## config.mk

```make
export PLATFORM = sky130hd
export DESIGN_NAME = mic1_uart_io
export DESIGN_NICKNAME = d
export VERILOG_FILES = /design/src/rtl/mic1_io_pkg.sv /design/src/rtl/mic1_io_fifo.sv /design/src/rtl/mic1_uart_io.sv
export SDC_FILE = /design/constraint.sdc
export NUM_CORES = 1
export LEC_CHECK = 0
export CAP_MARGIN = 30
export CORE_MARGIN = 8
export CORE_UTILIZATION = 40
export CTS_CLUSTER_DIAMETER = 40
export DETAILED_ROUTE_END_ITERATION = 8
export PLACE_DENSITY_LB_ADDON = 0.25
export SLEW_MARGIN = 0
export SYNTH_ARGS = -nofsm -noshare
export SYNTH_HDL_FRONTEND = slang
export SYNTH_SLANG_ARGS = --single-unit
```

## constraint.sdc

```tcl
create_clock -name clk -period 3.4 [get_ports clk]
set_input_delay 1.02 -clock clk [delete_from_list [all_inputs] [get_ports clk]]
set_output_delay 1.02 -clock clk [all_outputs]
set_load 0.005 [all_outputs]
```

## src/rtl/mic1_io_pkg.sv

```systemverilog
// mic1_io_pkg: shared definitions for the mic1 UART I/O bridge.
//   - default I/O addresses (byte data port, status word)
//   - bit positions inside the status word (used when MIC1_UART_IO_STATUS_EN is defined)
//   - tx_state_t: states of the transmit handshake FSM
package mic1_io_pkg;

  localparam logic [31:0] DATA_ADDR_DEF   = 32'hFFFF_FFFD;
  localparam logic [31:0] STATUS_ADDR_DEF = 32'hFFFF_FFFC;

  localparam int ST_RX_NONEMPTY  = 0;
  localparam int ST_TX_FULL      = 1;
  localparam int ST_TX_DRAINED   = 2;
  localparam int ST_RX_OVERFLOW  = 3;
  localparam int ST_RX_COUNT_LSB = 8;
  localparam int ST_TX_COUNT_LSB = 16;

  typedef enum logic [1:0] {
    T_IDLE  = 2'd0,
    T_START = 2'd1,
    T_BUSY  = 2'd2
  } tx_state_t;

endpackage

```

## src/rtl/mic1_io_fifo.sv

```systemverilog
// mic1_io_fifo: synchronous FIFO with a first-word-fall-through head.
// Ports:
//   clk, rst   clock, synchronous active-high reset (empties the FIFO)
//   push, din  write request and data; accepted when not full, or when full
//              and a pop is accepted in the same cycle
//   pop        read request; ignored when empty
//   dout       current head (valid while empty == 0)
//   count      number of stored entries, $clog2(DEPTH)+1 bits
//   full       count == DEPTH
//   empty      count == 0
// DEPTH must be a power of two >= 2 so that the pointers wrap naturally.
module mic1_io_fifo #(
  parameter int WIDTH = 8,
  parameter int DEPTH = 8
) (
  input  logic                     clk,
  input  logic                     rst,
  input  logic                     push,
  input  logic                     pop,
  input  logic [WIDTH-1:0]         din,
  output logic [WIDTH-1:0]         dout,
  output logic [$clog2(DEPTH):0]   count,
  output logic                     full,
  output logic                     empty
);

  localparam int AW = $clog2(DEPTH);
  localparam int CW = AW + 1;

  logic [WIDTH-1:0] mem [DEPTH];
  logic [AW-1:0]    wr_ptr;
  logic [AW-1:0]    rd_ptr;
  logic             do_push;
  logic             do_pop;

  assign full    = (count == CW'(DEPTH));
  assign empty   = (count == '0);
  assign do_pop  = pop && !empty;
  // A push into a full FIFO still fits when the head leaves in the same cycle.
  assign do_push = push && (!full || do_pop);
  assign dout    = mem[rd_ptr];

  always_ff @(posedge clk) begin
    if (do_push) begin
      mem[wr_ptr] <= din;
    end
  end

  always_ff @(posedge clk) begin
    if (rst) begin
      wr_ptr <= '0;
      rd_ptr <= '0;
      count  <= '0;
    end else begin
      if (do_push) wr_ptr <= wr_ptr + 1'b1;
      if (do_pop)  rd_ptr <= rd_ptr + 1'b1;
      case ({do_push, do_pop})
        2'b10:   count <= count + 1'b1;
        2'b01:   count <= count - 1'b1;
        default: count <= count;
      endcase
    end
  end

endmodule

```

## src/rtl/mic1_uart_io.sv

```systemverilog
// mic1_uart_io: memory-mapped UART I/O bridge for the mic1 data-memory bus.
// An RX FIFO collects bytes from uart_rx; reads of DATA_ADDR pop it (0 = no byte).
// Writes to DATA_ADDR queue bytes into a TX FIFO that a handshake FSM drains
// into uart_tx. stall flags a full TX FIFO so the SoC can hold the core.
// Optional feature macro: MIC1_UART_IO_STATUS_EN -- decodes STATUS_ADDR and
// keeps a sticky RX overflow flag.
// Ports:
//   clk, rst                      clock, synchronous active-high reset
//   bus_en                        core run qualifier for all bus strobes
//   bus_addr/read/write/wdata     core data bus (only wdata[7:0] used)
//   bus_rdata, rdata_sel          registered read data and its override select
//   stall                         TX FIFO full
//   rx_data, rx_done              byte and strobe from uart_rx
//   tx_data, tx_start, tx_busy    handshake with uart_tx
//   tx_state                      transmit FSM state (debug)
// Handshake with uart_tx: tx_start rises with tx_data valid and stays high
// until tx_busy is seen high; the next byte is offered only after tx_busy
// has fallen and the FSM has spent one cycle in T_IDLE.
module mic1_uart_io
  import mic1_io_pkg::*;
#(
  parameter logic [31:0] DATA_ADDR   = DATA_ADDR_DEF,
`ifdef MIC1_UART_IO_STATUS_EN
  parameter logic [31:0] STATUS_ADDR = STATUS_ADDR_DEF,
`endif
  parameter int          RX_DEPTH    = 8,
  parameter int          TX_DEPTH    = 8
) (
  input  logic        clk,
  input  logic        rst,
  input  logic        bus_en,
  input  logic [31:0] bus_addr,
  input  logic        bus_read,
  input  logic        bus_write,
  input  logic [31:0] bus_wdata,
  output logic [31:0] bus_rdata,
  output logic        rdata_sel,
  output logic        stall,
  input  logic [7:0]  rx_data,
  input  logic        rx_done,
  output logic [7:0]  tx_data,
  output logic        tx_start,
  input  logic        tx_busy,
  output tx_state_t   tx_state
);

  logic [7:0]                rx_dout;
  logic [$clog2(RX_DEPTH):0] rx_count;
  logic                      rx_full;
  logic                      rx_empty;
  logic                      rx_pop;

  logic [7:0]                tx_dout;
  logic [$clog2(TX_DEPTH):0] tx_count;
  logic                      tx_full;
  logic                      tx_empty;
  logic                      tx_push;
  logic                      tx_pop;

  logic rd_data_hit;
  logic wr_data_hit;
  logic unused_ok;

  assign rd_data_hit = bus_en && bus_read  && (bus_addr == DATA_ADDR);
  assign wr_data_hit = bus_en && bus_write && (bus_addr == DATA_ADDR);

  assign rx_pop  = rd_data_hit && !rx_empty;
  // Writes into a full TX FIFO are dropped even if the FSM pops that cycle.
  assign tx_push = wr_data_hit && !tx_full;
  assign tx_pop  = (tx_state == T_IDLE) && !tx_empty;
  assign stall   = tx_full;

  mic1_io_fifo #(.WIDTH(8), .DEPTH(RX_DEPTH)) u_rx_fifo (
    .clk   (clk),
    .rst   (rst),
    .push  (rx_done),
    .pop   (rx_pop),
    .din   (rx_data),
    .dout  (rx_dout),
    .count (rx_count),
    .full  (rx_full),
    .empty (rx_empty)
  );

  mic1_io_fifo #(.WIDTH(8), .DEPTH(TX_DEPTH)) u_tx_fifo (
    .clk   (clk),
    .rst   (rst),
    .push  (tx_push),
    .pop   (tx_pop),
    .din   (bus_wdata[7:0]),
    .dout  (tx_dout),
    .count (tx_count),
    .full  (tx_full),
    .empty (tx_empty)
  );

`ifdef MIC1_UART_IO_STATUS_EN
  logic        rd_status_hit;
  logic        rx_overflow;
  logic        overflow_set;
  logic [31:0] status_word;

  assign rd_status_hit = bus_en && bus_read && (bus_addr == STATUS_ADDR);
  assign overflow_set  = rx_done && rx_full && !rx_pop;

  always_comb begin
    status_word                          = '0;
    status_word[ST_RX_NONEMPTY]          = !rx_empty;
    status_word[ST_TX_FULL]              = tx_full;
    status_word[ST_TX_DRAINED]           = tx_empty && (tx_state == T_IDLE);
    status_word[ST_RX_OVERFLOW]          = rx_overflow;
    status_word[ST_RX_COUNT_LSB +: 8]    = 8'(rx_count);
    status_word[ST_TX_COUNT_LSB +: 8]    = 8'(tx_count);
  end

  // Sticky flag: a new overflow in the clearing cycle keeps it set.
  always_ff @(posedge clk) begin
    if (rst) begin
      rx_overflow <= 1'b0;
    end else if (overflow_set) begin
      rx_overflow <= 1'b1;
    end else if (rd_status_hit) begin
      rx_overflow <= 1'b0;
    end
  end

  assign unused_ok = ^bus_wdata[31:8];
`else
  logic rd_status_hit;
  logic [31:0] status_word;
  assign rd_status_hit = 1'b0;
  assign status_word   = '0;
  assign unused_ok     = ^{bus_wdata[31:8], rx_count, tx_count, rx_full};
`endif

  // Read path: one cycle of latency, rdata_sel marks the cycle the data is valid.
  always_ff @(posedge clk) begin
    if (rst) begin
      rdata_sel <= 1'b0;
      bus_rdata <= '0;
    end else begin
      rdata_sel <= rd_data_hit || rd_status_hit;
      if (rd_data_hit) begin
        bus_rdata <= rx_empty ? 32'd0 : {24'd0, rx_dout};
      end else if (rd_status_hit) begin
        bus_rdata <= status_word;
      end
    end
  end

  // Transmit handshake FSM.
  always_ff @(posedge clk) begin
    if (rst) begin
      tx_state <= T_IDLE;
      tx_start <= 1'b0;
      tx_data  <= '0;
    end else begin
      case (tx_state)
        T_IDLE: begin
          if (!tx_empty) begin
            tx_data  <= tx_dout;
            tx_start <= 1'b1;
            tx_state <= T_START;
          end
        end
        T_START: begin
          if (tx_busy) begin
            tx_start <= 1'b0;
            tx_state <= T_BUSY;
          end
        end
        T_BUSY: begin
          if (!tx_busy) begin
            tx_state <= T_IDLE;
          end
        end
        default: begin
          tx_start <= 1'b0;
          tx_state <= T_IDLE;
        end
      endcase
    end
  end

endmodule
```

==> results of run 1 <==
## cell usage after synthesis (9+ instances only)
library cell,instances,area share [%]
sky130_fd_sc_hd__dfxtp_1,43,12
sky130_fd_sc_hd__nand2_1,16,0.86
sky130_fd_sc_hd__nor2_1,32,1.7
sky130_fd_sc_hd__ha_1,10,1.8
sky130_fd_sc_hd__mux2i_1,22,3.1
sky130_fd_sc_hd__clkbuf_1,10,0.54
sky130_fd_sc_hd__xor2_1,9,1.1
sky130_fd_sc_hd__a21oi_1,14,1.0
sky130_fd_sc_hd__o21ai_0,9,0.64
sky130_fd_sc_hd__mux4_2,32,10
sky130_fd_sc_hd__edfxtp_1,128,55
sky130_fd_sc_hd__nand4_1,9,0.80
sky130_fd_sc_hd__buf_4,25,2.7
## power by group through the flow
stage	Combinational [mW]	Sequential (mW)	Clock, mW
2_1_floorplan	0.0800	2.31	0
3_3_place_gp	0.156	2.31	0
3_5_place_dp	0.162	2.32	0
4_1_cts	0.163	2.27	1.88
5_1_grt	0.178	2.27	1.97
6_report	0.162	2.27	1.85
## final cells by class
cell class	instances	share of cell area (%)
Clock inverter	15	1.599
Timing Repair Buffer	110	11.67
Clock buffer	17	4.899
Sequential cell	171	54.18
Tap cell	225	3.242
Inverter	3	0.1297
Multi-Input combinational cell	241	24.28
## state kept, by name, indices dropped and copies added, names as in the netlist, named ones only
register and flops:
bus_rdata 8, rdata_sel 1, tx_data 8, tx_start 1
tx_state 2, u_rx_fifo.count 4, u_rx_fifo.mem 64, u_rx_fifo.rd_ptr 3
u_rx_fifo.wr_ptr 3, u_tx_fifo.count 4, u_tx_fifo.mem 64, u_tx_fifo.rd_ptr 3
u_tx_fifo.wr_ptr 3
## worst min-delay path by stage
stage / startpoint / to / slack [ns] / depth (start not counted)
2_1_floorplan: bus_rdata[0]$_SDFFE_PP0N_ / bus_rdata[0]$_SDFFE_PP0N_ / 0.44 / 2
3_3_place_gp: bus_rdata[3]$_SDFFE_PP0N_ / bus_rdata[3]$_SDFFE_PP0N_ / 0.43 / 2
3_5_place_dp: bus_rdata[3]$_SDFFE_PP0N_ / bus_rdata[3]$_SDFFE_PP0N_ / 0.44 / 2
4_1_cts: bus_rdata[3]$_SDFFE_PP0N_ / bus_rdata[3]$_SDFFE_PP0N_ / 0.45 / 2
5_1_grt: bus_rdata[3]$_SDFFE_PP0N_ / bus_rdata[3]$_SDFFE_PP0N_ / 0.48 / 2
6_report: bus_rdata[3]$_SDFFE_PP0N_ / bus_rdata[3]$_SDFFE_PP0N_ / 0.45 / 2
## routing by layer
| layer | vias up | part of all wire, % |
|---|---|---|
| met2 | 87 | 53 |
| met5 | - | 0 |
| met4 | 0 | 0.77 |
| met3 | 7 | 5.2 |
| li1 | 1849 | - |
| met1 | 1962 | 41 |
## placed cells by master, fill, tap and decap left out, types with 14 or more instances in the layout
master	n
sky130_fd_sc_hd__dfxtp_1	43
sky130_fd_sc_hd__edfxtp_1	128
sky130_fd_sc_hd__nand2_1	16
sky130_fd_sc_hd__clkbuf_16	17
sky130_fd_sc_hd__conb_1	24
sky130_fd_sc_hd__mux2i_1	22
sky130_fd_sc_hd__mux4_2	32
sky130_fd_sc_hd__a21oi_1	14
sky130_fd_sc_hd__clkdlybuf4s50_1	75
sky130_fd_sc_hd__nor2_1	32
sky130_fd_sc_hd__buf_4	35
## stage by stage
stage,area [µm²],power [mW]
floorplan,7101,2.392
global placement,8119,2.470
detailed placement,8119,2.478
CTS,8683,4.315
global route,8683,4.423
finish,8683,4.279
## worst max-delay path, stage by stage
cell                              delay [ns]
sky130_fd_sc_hd__clkdlybuf4s50_1        0.52
sky130_fd_sc_hd__nand4b_4               0.12
sky130_fd_sc_hd__nor4_4                 0.40
sky130_fd_sc_hd__nand3_1                0.22
sky130_fd_sc_hd__ha_1                   0.26
sky130_fd_sc_hd__xor2_1                 0.15
sky130_fd_sc_hd__ha_1                   0.18
sky130_fd_sc_hd__a21oi_1                0.14
sky130_fd_sc_hd__xor2_1                 0.09
sky130_fd_sc_hd__or3_1                  0.30
sky130_fd_sc_hd__a21oi_1                0.14
## cells by family after synthesis
group / Yosys count / share of synthesized area (%)
AO/OA/AOI/OAI: 43 / 3.657
XOR/XNOR: 12 / 1.499
adder cells (fa/ha/maj): 10 / 1.784
buffers and inverters: 47 / 4.174
flip-flops: 171 / 67.07
multiplexers: 54 / 13.41
other: 1 / 0.05346
AND/OR/NAND/NOR: 98 / 8.348
==> run_summary.xml, run 1 <==
<?xml version="1.0" encoding="UTF-8"?>
<metrics>
  <group name="floorplanning">
    <metric name="rows" unit="">48</metric>
    <metric name="io-pin-count" unit="">124</metric>
    <metric name="starting_density_of_the_core" unit="%">40.69</metric>
    <metric name="floorplan.die.height" unit="µm">148.4</metric>
    <metric name="core_region_area" unit="mm²">0.01724</metric>
    <metric name="dieWidth" unit="µm">148.4</metric>
    <metric name="die-area" unit="mm²">0.02203</metric>
  </group>
  <group name="drt">
    <metric name="route.antenna.remaining_nets" unit="">0</metric>
    <metric name="first_pass_iters" unit="">4</metric>
    <metric name="route.detailed.vias_per_inst" unit="">4.994</metric>
    <metric name="routed_wl" unit="µm">14320</metric>
    <metric name="detailedRoute.firstIterationViolations" unit="">234</metric>
    <metric name="post_drt_wl_per_cell" unit="µm">18.31</metric>
    <metric name="drc" unit="">0</metric>
    <metric name="routed-via-count" unit="">3905</metric>
  </group>
  <group name="outcome">
    <metric name="outcome" unit="">complete, no violations</metric>
  </group>
  <group name="timing">
    <metric name="min_period_over_period" unit="%">93.92</metric>
    <metric name="grt_setup_unrepaired" unit="">false</metric>
    <metric name="report.final.setup_viol" unit="">0</metric>
    <metric name="report.final.hold_viol_count" unit="">0</metric>
    <metric name="tightest_slew" unit="ns">0.9956</metric>
    <metric name="clock-skew-final" unit="ns">0.01164</metric>
    <metric name="fin_setup_tns" unit="ns">0</metric>
    <metric name="fmax" unit="GHz">0.3132</metric>
    <metric name="final_period_minus_worst_setup_slack" unit="ns">3.193</metric>
    <metric name="layout_setup_ws" unit="ns">0.2066</metric>
    <metric name="worst_hold_slack" unit="ns">0.4475</metric>
    <metric name="timing.max_slew.rel_slack" unit="%">33.32</metric>
    <metric name="report.final.slew_viol_count" unit="">0</metric>
  </group>
  <group name="critical_path">
    <metric name="timing.critical_path.to_type" unit="">register</metric>
    <metric name="required_time_of_the_critical_path" unit="ns">3.76</metric>
    <metric name="timing.critical_path.from_type" unit="">input port</metric>
    <metric name="timing.critical_path.from" unit="">bus_addr[30]</metric>
    <metric name="worst_r2r_startpoint" unit="">u_tx_fifo.count[1]$_SDFFE_PP0P_</metric>
    <metric name="path_class" unit="">in2reg</metric>
    <metric name="timing.critical_path.fanout_max" unit="">4</metric>
    <metric name="crit_end" unit="">u_tx_fifo.count[2]$_SDFFE_PP0P_</metric>
    <metric name="worstPathArrival" unit="ns">3.55</metric>
    <metric name="regToRegEndpoint" unit="">u_tx_fifo.count[3]$_SDFFE_PP0P_</metric>
    <metric name="timing.reg2reg.setup_slack" unit="ns">1.04</metric>
    <metric name="timing.reg2reg.worst_path_depth" unit="">9</metric>
  </group>
  <group name="power">
    <metric name="part_of_the_power_in_combinational_logic" unit="%">3.8</metric>
    <metric name="portion_of_total_power_attributed_to_the_clock_network" unit="%">43.1</metric>
    <metric name="peakVddDrop" unit="mV">0.4768</metric>
    <metric name="switching_power" unit="µW">913.4</metric>
    <metric name="power_leakage" unit="nW">2.938</metric>
    <metric name="power.internal" unit="mW">3.366</metric>
    <metric name="power.share.switching" unit="%">21.34</metric>
    <metric name="power_frac_seq" unit="%">53.1</metric>
    <metric name="power.density_cell_area" unit="mW/mm²">492.8</metric>
  </group>
  <group name="cts">
    <metric name="cts_resized" unit="">0</metric>
    <metric name="postCtsSetupBuffers" unit="">0</metric>
    <metric name="cts-hold-fix-buffers" unit="">0</metric>
    <metric name="htree_num_levels" unit="">4</metric>
    <metric name="cts.clk_slew.worst_paths" unit="ns">0.07</metric>
    <metric name="clk_path_buf_depth" unit="">2</metric>
    <metric name="tritoncts" unit="">yes</metric>
    <metric name="worst_skew_pair.late_latency" unit="ns">0.43</metric>
    <metric name="clock_sinks" unit="">171</metric>
    <metric name="cts_inserted_buffers" unit="">17</metric>
    <metric name="cts_root_buffer" unit="">sky130_fd_sc_hd__clkbuf_16</metric>
  </group>
  <group name="finish">
    <metric name="area_growth" unit="%">23.80</metric>
    <metric name="sequential_cell_area" unit="mm²">0.004705</metric>
    <metric name="multi_input_comb_area" unit="mm²">0.002108</metric>
    <metric name="postLayoutCoreUtil" unit="%">50.38</metric>
    <metric name="n_fill_cell" unit="">1416</metric>
    <metric name="final_instance_count_excl_fillers" unit="">782</metric>
    <metric name="layout.nets" unit="">633</metric>
    <metric name="final_antenna_diode_count" unit="">0</metric>
    <metric name="drive_gt1_share" unit="%">19.93</metric>
  </group>
  <group name="synthesis">
    <metric name="synth_cell_types" unit="">45</metric>
    <metric name="async_flop_share" unit="%">0</metric>
    <metric name="synth_area" unit="mm²">0.007014</metric>
    <metric name="synth.yosys.warnings" unit="">0</metric>
    <metric name="synth_seq_cells" unit="">171</metric>
    <metric name="yosysSeqAreaShare" unit="%">67.07</metric>
    <metric name="postSynthCellCount" unit="">436</metric>
    <metric name="ys.flop_type" unit="">sky130_fd_sc_hd__edfxtp_1</metric>
    <metric name="count_of_flip_flops_with_a_built_in_enable_after_synthesis" unit="">128</metric>
    <metric name="avgSynthCellArea" unit="µm²">16.09</metric>
  </group>
  <group name="global_routing">
    <metric name="grt_first_pass_wirelength" unit="µm">22470</metric>
    <metric name="maximum_number_of_pins_on_one_net_before_global_route_repair" unit="">26</metric>
    <metric name="met1_track_utilization_from_global_routing" unit="%">15.14</metric>
    <metric name="global_route.overflow_total" unit="">0</metric>
    <metric name="antenna_found_initial" unit="">0</metric>
    <metric name="via_count_of_the_first_global_routing_pass" unit="">4084</metric>
    <metric name="use_met3" unit="%">3.312</metric>
    <metric name="grt.busiest_layer" unit="">met2</metric>
    <metric name="global_routing_met2_resource_utilization" unit="%">24.64</metric>
    <metric name="grt_use_total" unit="%">13.51</metric>
  </group>
  <group name="place">
    <metric name="place.port_buffers" unit="">75</metric>
    <metric name="place_congestion" unit="">0.7468</metric>
    <metric name="place_inst" unit="">750</metric>
    <metric name="place.detailed.hpwl" unit="µm">9690</metric>
    <metric name="post-place-ws" unit="ns">-0.2424</metric>
  </group>
  <group name="min_path">
    <metric name="min_delay_worst_type" unit="">reg2reg</metric>
  </group>
  <group name="flow_run">
    <metric name="cap_violations" unit="">0</metric>
  </group>
</metrics>
(Power assumes the default switching activity.)
==> run 2, diff against run 1 <==
==> constraint.sdc (replaced) <==
create_clock -name clk -period 3.75 [get_ports clk]
set_input_delay 1.125 -clock clk [delete_from_list [all_inputs] [get_ports clk]]
set_output_delay 1.125 -clock clk [all_outputs]
set_load 0.005 [all_outputs]
==> run 2 against run 1 <==
Compared with the run above:
- highest routed layer unchanged
- first-iteration DRC count shrank 5.1%
- wire length grew 1.0%
- worst setup slack gained 0.19 ns
- critical endpoint unchanged
- critical path depth is the same
==> run_summary.xml, run 2 (same netlist as run 1, synthesis figures left out) <==
<?xml version="1.0" encoding="UTF-8"?>
<metrics>
  <group name="drt">
    <metric name="route.detailed.vias_per_inst" unit="">5.051</metric>
    <metric name="routed_wl" unit="µm">14460</metric>
    <metric name="post_drt_wl_per_cell" unit="µm">18.62</metric>
    <metric name="routed-via-count" unit="">3925</metric>
    <metric name="detailedRoute.firstIterationViolations" unit="">222</metric>
    <metric name="drc" unit="">0</metric>
    <metric name="first_pass_iters" unit="">4</metric>
    <metric name="route.antenna.remaining_nets" unit="">0</metric>
  </group>
  <group name="cts">
    <metric name="postCtsSetupBuffers" unit="">0</metric>
    <metric name="cts_resized" unit="">0</metric>
    <metric name="cts_root_buffer" unit="">sky130_fd_sc_hd__clkbuf_16</metric>
    <metric name="clock_sinks" unit="">171</metric>
    <metric name="cts-hold-fix-buffers" unit="">0</metric>
    <metric name="htree_num_levels" unit="">4</metric>
    <metric name="cts_inserted_buffers" unit="">17</metric>
    <metric name="worst_skew_pair.late_latency" unit="ns">0.43</metric>
    <metric name="clk_path_buf_depth" unit="">2</metric>
    <metric name="cts.clk_slew.worst_paths" unit="ns">0.07</metric>
    <metric name="tritoncts" unit="">yes</metric>
  </group>
  <group name="floorplanning">
    <metric name="io-pin-count" unit="">124</metric>
    <metric name="floorplan.die.height" unit="µm">148.4</metric>
    <metric name="core_region_area" unit="mm²">0.01724</metric>
    <metric name="rows" unit="">48</metric>
    <metric name="dieWidth" unit="µm">148.4</metric>
    <metric name="die-area" unit="mm²">0.02203</metric>
    <metric name="starting_density_of_the_core" unit="%">40.69</metric>
  </group>
  <group name="finish">
    <metric name="reg.largest.list" unit="">u_rx_fifo.mem: 64 flops, u_tx_fifo.mem: 64 flops</metric>
    <metric name="mostFrequentLayoutCells" unit="">128 x sky130_fd_sc_hd__edfxtp_1, 75 x sky130_fd_sc_hd__clkdlybuf4s50_1, 43 x sky130_fd_sc_hd__dfxtp_1, 32 x sky130_fd_sc_hd__nor2_1, 32 x sky130_fd_sc_hd__mux4_2</metric>
    <metric name="final_instance_count_excl_fillers" unit="">777</metric>
    <metric name="n_fill_cell" unit="">1419</metric>
    <metric name="multi_input_comb_area" unit="mm²">0.002108</metric>
    <metric name="drive_gt1_share" unit="%">19.38</metric>
    <metric name="layout.nets" unit="">628</metric>
    <metric name="sequential_cell_area" unit="mm²">0.004705</metric>
    <metric name="final_antenna_diode_count" unit="">0</metric>
    <metric name="layout.cells.most_common" unit="">sky130_fd_sc_hd__edfxtp_1</metric>
    <metric name="area_growth" unit="%">24.13</metric>
  </group>
  <group name="power">
    <metric name="peakVddDrop" unit="mV">0.3284</metric>
    <metric name="power.density_cell_area" unit="mW/mm²">458.3</metric>
    <metric name="power_leakage" unit="nW">2.937</metric>
  </group>
  <group name="critical_path">
    <metric name="path_class" unit="">in2reg</metric>
    <metric name="worstPathArrival" unit="ns">3.71</metric>
    <metric name="timing.critical_path.from_type" unit="">input port</metric>
    <metric name="required_time_of_the_critical_path" unit="ns">4.11</metric>
    <metric name="cp.buffers_inverters" unit="">1</metric>
    <metric name="timing.critical_path.to_type" unit="">register</metric>
    <metric name="crit_path_cells" unit="">clkdlybuf4s50_1, nand4_1, nor4_4, nand3_1, ha_1, xor2_1, ha_1, a21oi_1, xor2_1, or3_1, a21oi_1</metric>
    <metric name="critPathSlowestCell" unit="">sky130_fd_sc_hd__clkdlybuf4s50_1</metric>
    <metric name="cp_slowest_stage_delay" unit="ns">0.46</metric>
    <metric name="timing.critical_path.fanout_max" unit="">4</metric>
    <metric name="critPathTopFamily" unit="">simple AND/OR/NAND/NOR gates</metric>
  </group>
  <group name="timing">
    <metric name="fmax" unit="GHz">0.2985</metric>
    <metric name="timing.max_slew.rel_slack" unit="%">39.98</metric>
    <metric name="final_period_minus_worst_setup_slack" unit="ns">3.350</metric>
    <metric name="report.final.slew_viol_count" unit="">0</metric>
    <metric name="report.final.setup_viol" unit="">0</metric>
    <metric name="clock-skew-final" unit="ns">0.008110</metric>
    <metric name="report.final.hold_viol_count" unit="">0</metric>
    <metric name="layout_setup_ws" unit="ns">0.3996</metric>
    <metric name="tightest_slew" unit="ns">0.8991</metric>
    <metric name="min_period_over_period" unit="%">89.34</metric>
    <metric name="grt_setup_unrepaired" unit="">false</metric>
  </group>
  <group name="place">
    <metric name="place.detailed.hpwl" unit="µm">9793</metric>
    <metric name="place.port_buffers" unit="">75</metric>
    <metric name="place_congestion" unit="">0.7407</metric>
    <metric name="post-place-ws" unit="ns">-0.06057</metric>
    <metric name="place_inst" unit="">745</metric>
  </group>
  <group name="global_routing">
    <metric name="antenna_found_initial" unit="">0</metric>
    <metric name="grt_use_total" unit="%">13.76</metric>
    <metric name="maximum_number_of_pins_on_one_net_before_global_route_repair" unit="">26</metric>
    <metric name="via_count_of_the_first_global_routing_pass" unit="">4203</metric>
    <metric name="grt_first_pass_wirelength" unit="µm">22780</metric>
    <metric name="global_route.overflow_total" unit="">0</metric>
  </group>
  <group name="outcome">
    <metric name="outcome" unit="">complete, no violations</metric>
  </group>
  <group name="min_path">
    <metric name="min_delay_worst_type" unit="">reg2reg</metric>
  </group>
  <group name="flow_run">
    <metric name="cap_violations" unit="">0</metric>
  </group>
</metrics>
==> run 2: routing by layer <==
layer	vias up	part of all wire, %	track usage (%)
li1	1849	-	-
met1	1957	41	15.76
met2	100	52	24.05
met3	19	5.0	3.768
met4	0	1.8	5.150
met5	-	0	0
==> run 2: path summary, 6_finish.rpt <==
kind | from | end | slack (ns) | cells past startpoint
hold reg to reg | bus_rdata[7]$_SDFFE_PP0N_ | bus_rdata[7]$_SDFFE_PP0N_ | 0.45 | 2
setup / recovery | bus_addr[13] | u_tx_fifo.count[2]$_SDFFE_PP0P_ | 0.40 | 11
setup reg to reg | u_tx_fifo.count[1]$_SDFFE_PP0P_ | u_tx_fifo.count[3]$_SDFFE_PP0P_ | 1.34 | 9
hold / removal | bus_rdata[7]$_SDFFE_PP0N_ | bus_rdata[7]$_SDFFE_PP0N_ | 0.45 | 2
==> run 2: power by group <==
part	internal, mW	total [mW]	switching [mW]
sequential	2.05	2.06	0.00970
clock	1.01	1.79	0.781
combinational	0.0765	0.144	0.0672
==> run 2: area by class of cell <==
cell class | count | share of cell area (%)
multi-input combinational | 241 | 24.21
clock inverter | 15 | 2.069
clock buffer | 17 | 4.886
sequential | 171 | 54.03
inverter | 3 | 0.1293
tap | 225 | 3.233
timing repair buffer | 105 | 11.44
==> run 2: worst register-to-register path, delay by kind of cell, from the launching register on <==
kind	cells	cell delay [ns]
flops	1	0.46
buf+inv	1	0.14
simple gates	4	1.07
compound gates	3	0.41
fa+ha+maj	1	0.27
==> run 2: metrics by stage <==
step           area [µm²]  utilization (%)  hold slack (ns)  power (mW)   TNS [ns]
4_1_cts              8707            50.52           0.4507       4.024          0
3_5_place_dp         8102            47.00           0.4410       2.243    -0.1007
6_report             8707            50.52           0.4452       3.990          0
2_1_floorplan        7101                -           0.4449       2.169          0
5_1_grt              8707            50.52           0.4801       4.111          0
3_3_place_gp         8066            46.80           0.4350       2.236  -0.002138
==> run 3, diff against run 2 <==
--- a/config.mk
+++ b/config.mk
@@ -10,6 +10,7 @@
 export CORE_UTILIZATION = 40
 export CTS_CLUSTER_DIAMETER = 40
 export DETAILED_ROUTE_END_ITERATION = 8
+export GPL_TIMING_DRIVEN = 1
 export PLACE_DENSITY_LB_ADDON = 0.25
 export SLEW_MARGIN = 0
 export SYNTH_ARGS = -nofsm -noshare
==> results of run 3 <==
No change in the layout: final DEF, timing and power equal those of run 2.
